--- config.mk ---
export PLATFORM = sky130hd
export DESIGN_NAME = neuron_row_mac
export DESIGN_NICKNAME = d
export VERILOG_FILES = /design/src/rtl/neuron_row_mac.sv
export SDC_FILE = /design/constraint.sdc
export NUM_CORES = 1
export LEC_CHECK = 0
export CAP_MARGIN = 20
export CORE_MARGIN = 2
export CORE_UTILIZATION = 50
export DETAILED_ROUTE_END_ITERATION = 10
export PLACE_DENSITY = 0.75
export SLEW_MARGIN = 20
export SYNTH_ARGS = -nofsm -noshare
export SYNTH_HDL_FRONTEND = slang
export SYNTH_SLANG_ARGS = --single-unit
--- constraint.sdc ---
create_clock -name CLK -period 9.8 [get_ports CLK]
set_input_delay 0.98 -clock CLK [delete_from_list [all_inputs] [get_ports CLK]]
set_output_delay 0.98 -clock CLK [all_outputs]
set_load 0.05 [all_outputs]
--- src/rtl/neuron_row_mac.sv ---
// neuron_row_mac
// Sequencer plus multiply-accumulate stage for one neuron row. On START it sweeps
// addresses 0..DEPTH-1 into a negedge-read weight BRAM and the matching input-row
// buffer. It accumulates signed Q8.8 weight x input products into a wide
// accumulator. It then adds the latched bias, applies an optional ReLU and
// saturates to a 16-bit Q8.8 result.
//
// Ports
//   CLK     : single clock, all state updates on the rising edge
//   RST     : synchronous active-high reset
//   START   : begin a row (only honoured in IDLE)
//   BIAS    : signed Q8.8 bias, captured when START is accepted
//   W_DO    : weight BRAM read data
//   X_DO    : input-row buffer read data
//   ADDR    : shared read address to both memories
//   EN      : memory enable
//   WE      : memory write enable, always 0
//   BUSY    : high from START acceptance until DONE
//   DONE    : one-cycle pulse, RESULT valid
//   RESULT  : final Q8.8 value, held until the next DONE
module neuron_row_mac #(
    parameter int DEPTH  = 28,
    parameter int ADDR_W = 5,
    parameter int DATA_W = 16,
    parameter int FRAC   = 8,
    parameter int ACC_W  = 37,
    parameter bit RELU   = 1'b1
) (
    input  logic              CLK,
    input  logic              RST,
    input  logic              START,
    input  logic [DATA_W-1:0] BIAS,
    input  logic [DATA_W-1:0] W_DO,
    input  logic [DATA_W-1:0] X_DO,
    output logic [ADDR_W-1:0] ADDR,
    output logic              EN,
    output logic              WE,
    output logic              BUSY,
    output logic              DONE,
    output logic [DATA_W-1:0] RESULT
);

    localparam int PROD_W = 2 * DATA_W;
    localparam int SUM_W  = ACC_W + 1;
    localparam logic [ADDR_W-1:0] LAST_ADDR = ADDR_W'(DEPTH - 1);

    typedef enum logic [1:0] {
        S_IDLE = 2'd0,
        S_RUN  = 2'd1,
        S_LAST = 2'd2,
        S_DONE = 2'd3
    } state_t;

    state_t                     state_r;
    state_t                     state_nxt_s;
    logic [ADDR_W-1:0]          addr_nxt_s;
    logic                       en_nxt_s;
    logic                       busy_nxt_s;
    logic                       done_nxt_s;
    logic [DATA_W-1:0]          result_nxt_s;
    logic [DATA_W-1:0]          bias_r;
    logic [DATA_W-1:0]          bias_nxt_s;
    logic signed [ACC_W-1:0]    acc_r;
    logic signed [ACC_W-1:0]    acc_nxt_s;
    logic signed [PROD_W-1:0]   prod_s;

    // Shift the accumulator back to Q8.8 (floor), add bias, optional ReLU, saturate.
    function automatic logic [DATA_W-1:0] finalize(
        input logic signed [ACC_W-1:0] acc,
        input logic [DATA_W-1:0]       bias
    );
        logic signed [ACC_W-1:0] shr;
        logic signed [SUM_W-1:0] sum;
        logic [SUM_W-DATA_W:0]   top;
        logic [DATA_W-1:0]       res;
        shr = acc >>> FRAC;
        sum = {shr[ACC_W-1], shr} + {{(SUM_W-DATA_W){bias[DATA_W-1]}}, bias};
        if (RELU && sum[SUM_W-1]) begin
            sum = {SUM_W{1'b0}};
        end else begin
            sum = sum;
        end
        // The value fits in DATA_W bits when every bit from the result sign upward agrees.
        top = sum[SUM_W-1:DATA_W-1];
        if ((&top) || (~|top)) begin
            res = sum[DATA_W-1:0];
        end else if (sum[SUM_W-1]) begin
            res = {1'b1, {(DATA_W-1){1'b0}}};
        end else begin
            res = {1'b0, {(DATA_W-1){1'b1}}};
        end
        return res;
    endfunction

    assign prod_s = $signed(W_DO) * $signed(X_DO);
    assign WE     = 1'b0;

    // Next-state, next-output and accumulator update logic.
    always_comb begin
        state_nxt_s  = state_r;
        addr_nxt_s   = ADDR;
        en_nxt_s     = EN;
        busy_nxt_s   = BUSY;
        done_nxt_s   = 1'b0;
        result_nxt_s = RESULT;
        bias_nxt_s   = bias_r;
        // EN is registered, so it is high exactly on the edges where the memory
        // output holds data for an address that was enabled one cycle earlier.
        if (EN) begin
            acc_nxt_s = acc_r + {{(ACC_W-PROD_W){prod_s[PROD_W-1]}}, prod_s};
        end else begin
            acc_nxt_s = acc_r;
        end

        case (state_r)
            S_IDLE: begin
                if (START) begin
                    state_nxt_s = S_RUN;
                    addr_nxt_s  = {ADDR_W{1'b0}};
                    en_nxt_s    = 1'b1;
                    busy_nxt_s  = 1'b1;
                    bias_nxt_s  = BIAS;
                    acc_nxt_s   = {ACC_W{1'b0}};
                end else begin
                    state_nxt_s = S_IDLE;
                end
            end
            S_RUN: begin
                if (ADDR == LAST_ADDR) begin
                    state_nxt_s = S_LAST;
                    en_nxt_s    = 1'b0;
                end else begin
                    addr_nxt_s  = ADDR + ADDR_W'(1);
                end
            end
            S_LAST: begin
                // Data for the last address was accumulated on the previous edge.
                state_nxt_s  = S_DONE;
                result_nxt_s = finalize(acc_r, bias_r);
                done_nxt_s   = 1'b1;
                busy_nxt_s   = 1'b0;
            end
            S_DONE: begin
                state_nxt_s = S_IDLE;
            end
            default: begin
                state_nxt_s = S_IDLE;
                en_nxt_s    = 1'b0;
                busy_nxt_s  = 1'b0;
            end
        endcase
    end

    // State, output and datapath registers with synchronous reset.
    always_ff @(posedge CLK) begin
        if (RST) begin
            state_r <= S_IDLE;
            ADDR    <= {ADDR_W{1'b0}};
            EN      <= 1'b0;
            BUSY    <= 1'b0;
            DONE    <= 1'b0;
            RESULT  <= {DATA_W{1'b0}};
            bias_r  <= {DATA_W{1'b0}};
            acc_r   <= {ACC_W{1'b0}};
        end else begin
            state_r <= state_nxt_s;
            ADDR    <= addr_nxt_s;
            EN      <= en_nxt_s;
            BUSY    <= busy_nxt_s;
            DONE    <= done_nxt_s;
            RESULT  <= result_nxt_s;
            bias_r  <= bias_nxt_s;
            acc_r   <= acc_nxt_s;
        end
    end

endmodule
[Word level (Yosys, flattened, before mapping)]
Cells that the tools add are included.
Operators by class
  $add $sub $neg: 3
  multiply operators: 1
  divide/modulo/power cells: 0
  magnitude comparators: 0
  equal/unequal tests: 7
  shift-type cells: 0
  mux-type cells: 18
  bitwise logic cells: 0
  reduce and logical (&&, ||, !) cells: 11
Operators by type and width (number)
  $mux 37: 4
  $mux 38: 1
  $add 37x37->37: 1
  $mul 16x16->32: 1
  $mux 16: 2
  $add 29x16->30: 1
  $reduce_and 23->1: 1
  $reduce_or 23->1: 1
  $mux 5: 2
  $pmux 5 s2: 1
  $pmux 2 s4: 1
  $ne 2x2->1 const B: 3
  $reduce_and 3->1: 2
  $add 5x1->5 const B: 1
  $eq 5x5->1 const B: 1
  $eq 2x2->1 const B: 2
  $mux 1: 4
  $pmux 1 s2: 2
  $reduce_and 2->1: 2
  $reduce_bool 2->1: 2
  $eq 2x1->1 const B: 1
  $logic_not 2->1: 1
  $mux 2: 1
  $logic_not 1->1: 1
  $logic_or 1x1->1: 1
Word-level totals
  flip-flop bits (word level): 79
  latch bits: 0
  memory bits (writable): 0
  bits in read-only memories: 0
  input bits: 51
  output and inout bits: 25
  word-level logic and storage cells: 48
  memories: 0

[Logic depth before layout (Yosys ltp)]
  word-level depth: 7
  mapped depth: 39
  gate-level depth less buffers: 37

[Worst setup path before layout]
No wires, ideal clock.
  kind: input to register
  from: input port X_DO[7]
  to: register acc_r[36]
  setup time: 0.116 ns
  arrival: 8.629 ns
  data required time: 9.684 ns
  setup slack: 1.054 ns
  stages: 39
  buffers on the path: 2
  path through: clkbuf_1 nand2_1 fa_1 inv_1 fa_1 inv_1 fa_1 inv_1 fa_1 fa_1 inv_1 fa_1 inv_1 ha_1 a21o_1 a21o_1 a21oi_1 o21a_1 [... 3 more ...] a21oi_1 nor2b_1 o21ai_0 nor2b_1 xnor2_1 ha_1 clkbuf_1 and4_1 a21oi_1 o211ai_1 a31o_2 a31o_2 a41oi_1 a21oi_1 o22ai_1 xnor2_1 a21oi_1 a31o_2
On the way
  cells in the longest elaborated chain, start to end: 5
Ends and longest elaborated chain
  from (decl): line 34  | input logic [DATA_W-1:0] X_DO,
  $mul 16x16->32 (*): line 95  | assign prod_s = $signed(W_DO) * $signed(X_DO);
  $add 37x37->37 (*): line 110  | acc_nxt_s = acc_r + {{(ACC_W-PROD_W){prod_s[PROD_W-1]}}, prod_s};
  $mux 37 (*): line 109  | if (EN) begin
  $mux 37: line 117  | if (START) begin
  $mux 37 (*): line 115  | case (state_r)
  to (signal assigned): line 164  | acc_r <= {ACC_W{1'b0}};
  to (signal assigned): line 173  | acc_r <= acc_nxt_s;
  to (decl): line 63  | logic signed [ACC_W-1:0] acc_r;
Mark *: on every way between the ends. The rest lies on a longest branch, timed or not.
A chain may end at the register's enable or synchronous reset.

[Final worst setup path]
  from: input port W_DO[5]
  to: register acc_r[36]
On the way
  cells in the longest elaborated chain, start to end: 5
Ends and longest elaborated chain
  from (decl): line 33  | input logic [DATA_W-1:0] W_DO,
  $mul 16x16->32 (*): line 95
  $add 37x37->37 (*): line 110
  $mux 37 (*): line 109
  $mux 37: line 117
  $mux 37 (*): line 115
Marked as above.

==> impl_metrics.json <==
{
  "grt_pass1_wl_mm": 60.2,
  "synth_edf_count": 0,
  "slowest_delay_ns": 0.63,
  "area_growth_pct": 10.4,
  "synth_fp_nets": 2296,
  "die-area_um2": 33100,
  "multi_input_area_um2": 12900,
  "setup_viol": 0,
  "track_usage": 0.218,
  "regArea_um2": 1580,
  "crit_path_max_fanout": 12,
  "ant_nets": 0,
  "synthFlopType": "dfxtp_1",
  "period_share": 0.952,
  "first_iter_violations": 709,
  "num_vias": 12400,
  "rsz0062_at_grt": "no",
  "cpMostUsedCell": "fa_1",
  "worstPathRequired_ns": 10.04,
  "post-route-min-period_ns": 9.33,
  "reg2reg_slack_ns": 5.53,
  "fp-row-count": 65,
  "grt_max_degree": 48,
  "cp.arrival_ns": 9.57,
  "synth_cell_types": 71,
  "clkTransAtPathRegs_ns": 0.06,
  "cp_slowest_cell": "clkdlybuf4s50_1",
  "slew_headroom": 0.459,
  "n_fill_cell": 2777,
  "yosysSeqAreaShare": 0.0998,
  "drive_above_1_share": 0.0399,
  "num_antenna_cells": 0,
  "crit_path_end_kind": "register",
  "start_kind": "input port",
  "design_area_um2": 17500,
  "grt.overflow.total": 0,
  "tns_ns": 0,
  "tightest_slew_ns": 0.812,
  "io_pins": 76,
  "grt_pass1_vias": 13100,
  "synthCells": 1830,
  "async_reset_ff_frac": 0,
  "cts_num_sinks": 79,
  "worstSkewPairLatency_ns": 0.34,
  "die_y_um": 182,
  "initial_core_util": 0.505,
  "avgRoutedWirePerCell_um": 14.9,
  "worstHoldStart": "bias_r[4]",
  "dp_hpwl_mm": 29.0,
  "gp_congestion": 0.910,
  "critical_path.startpoint": "W_DO[5]",
  "crit_type": "in -> reg",
  "drv_slew": 0,
  "cts_made_buffers": 9,
  "netlist_area_um2": 15800,
  "post_cts_buffers": 0,
  "synth_warnings": 0,
  "drv_cap": 0,
  "htree_levels": 3,
  "path_delay_family": "adder cells",
  "final_common_cell": "inv_1",
  "fin_skew_ns": 0.0116,
  "dr.pass1.iters": 5,
  "placed_area_um2": 17200,
  "port_buffers": 74,
  "path_buf_inv": 5,
  "final_nets": 2365,
  "routed_via_density": 5.40,
  "outcome": "finished clean",
  "final_cell_mix": "inv_1 (314), fa_1 (264), nand2_1 (204)",
  "hold_class": "reg -> reg",
  "avgSynthCellArea_um2": 8.66,
  "r2r_start": "bias_r[15]",
  "drc_errors": 0,
  "ys_ff_latch": 79,
  "max_freq_ghz": 0.107,
  "core_um2": 31400,
  "antenna_found_initial": 0,
  "cts_root_buffer": "clkbuf_16",
  "drt-total-wl_mm": 34.3,
  "clockBufferDepth": 2,
  "hold_viol": 0,
  "cts_tree": "yes",
  "die_w_um": 182
}
kinds of logic after synthesis:
| logic type | Yosys count | synth area share |
|---|---|---|
| fa+ha+maj | 415 | 0.453 |
| xor+xnor | 85 | 0.0470 |
| simple gates | 543 | 0.166 |
| other cells | 1 | 0.000237 |
| buf+inv | 371 | 0.0887 |
| compound gates | 304 | 0.125 |
| flops | 79 | 0.0998 |
| mux | 32 | 0.0204 |
worst paths after layout:
path	endpoint	cells past startpoint
setup / recovery	acc_r[36]	37
hold reg to reg	bias_r[4]	2
setup reg to reg	RESULT[14]	13
hold / removal	bias_r[4]	2
sequential cells by signal, summed over array words and instances, names as in the netlist:
name and count:
acc_r 37, RESULT 16, bias_r 16, state_r 2, DONE 1, ADDR 5
EN 1, BUSY 1
synth_stat cells (all sizes together) (2+ instances only):
cell type / count / share of area
a2111oi: 2 / 0.0015
a211o: 2 / 0.0011
a211oi: 26 / 0.012
a21boi: 3 / 0.0014
a21o: 45 / 0.021
a21oi: 104 / 0.034
a221oi: 4 / 0.0026
a22o: 2 / 0.0011
a31o: 3 / 0.0017
a31oi: 8 / 0.0032
a41oi: 2 / 0.0011
and2: 130 / 0.051
and3: 7 / 0.0028
and4: 3 / 0.0017
buf: 7 / 0.0024
clkbuf: 50 / 0.012
dfxtp: 79 / 0.10
fa: 264 / 0.33
ha: 151 / 0.12
inv: 314 / 0.074
mux2: 2 / 0.0014
mux2i: 30 / 0.019
nand2: 204 / 0.048
nand2b: 21 / 0.0083
nand3: 15 / 0.0047
nand3b: 11 / 0.0052
nand4: 7 / 0.0028
nor2: 105 / 0.025
nor2b: 12 / 0.0047
nor3: 12 / 0.0038
nor3b: 3 / 0.0017
nor4: 3 / 0.0012
o211a: 2 / 0.0013
o211ai: 8 / 0.0038
o21a: 13 / 0.0062
o21ai: 49 / 0.016
o21bai: 14 / 0.0066
o221ai: 2 / 0.0015
o31a: 2 / 0.0011
o31ai: 4 / 0.0019
or2: 4 / 0.0016
or4: 2 / 0.0012
xnor2: 64 / 0.035
xor2: 21 / 0.012
layout make-up:
type	instances	share of cell area
multi-input combinational	1380	0.735
sequential	79	0.0905
inverter	314	0.0674
timing repair buffer	115	0.0602
tap	402	0.0288
clock buffer	11	0.0139
clock inverter	4	0.00401
through the flow:
step | utilization | hold slack, ns | instances | worst slack, ns
floorplan | - | 0.441 | 1830 | 1.05
global placement | 0.547 | 0.449 | 2290 | 0.278
detailed placement | 0.547 | 0.456 | 2290 | 0.0376
CTS | 0.557 | 0.463 | 2305 | 0.373
global route | 0.557 | 0.488 | 2305 | 0.0718
finish | 0.557 | 0.462 | 2305 | 0.471
layer usage:
metal	up-vias	GRT usage	share of wire
met4	0	0.0526	0.020
li1	5956	-	-
met1	6194	0.279	0.42
met5	-	0	0
met2	238	0.396	0.53
met3	55	0.0241	0.034
worst reg2reg max path: cells and delay by family (launching register included):
family | cells | cell delay [ns]
fa+ha+maj | 1 | 0.41
xor+xnor | 1 | 0.15
flops | 1 | 0.72
compound gates | 10 | 2.40
simple gates | 1 | 0.43
timing repair:
item | 4_1_cts | 5_1_grt
gates resized for setup | 0 | 3
hold buffers | 0 | 0
setup endpoints to repair | 0 | 2
Power is not shown: default switching activity piles up to over one toggle a cycle in this logic, so the estimate is an artifact.
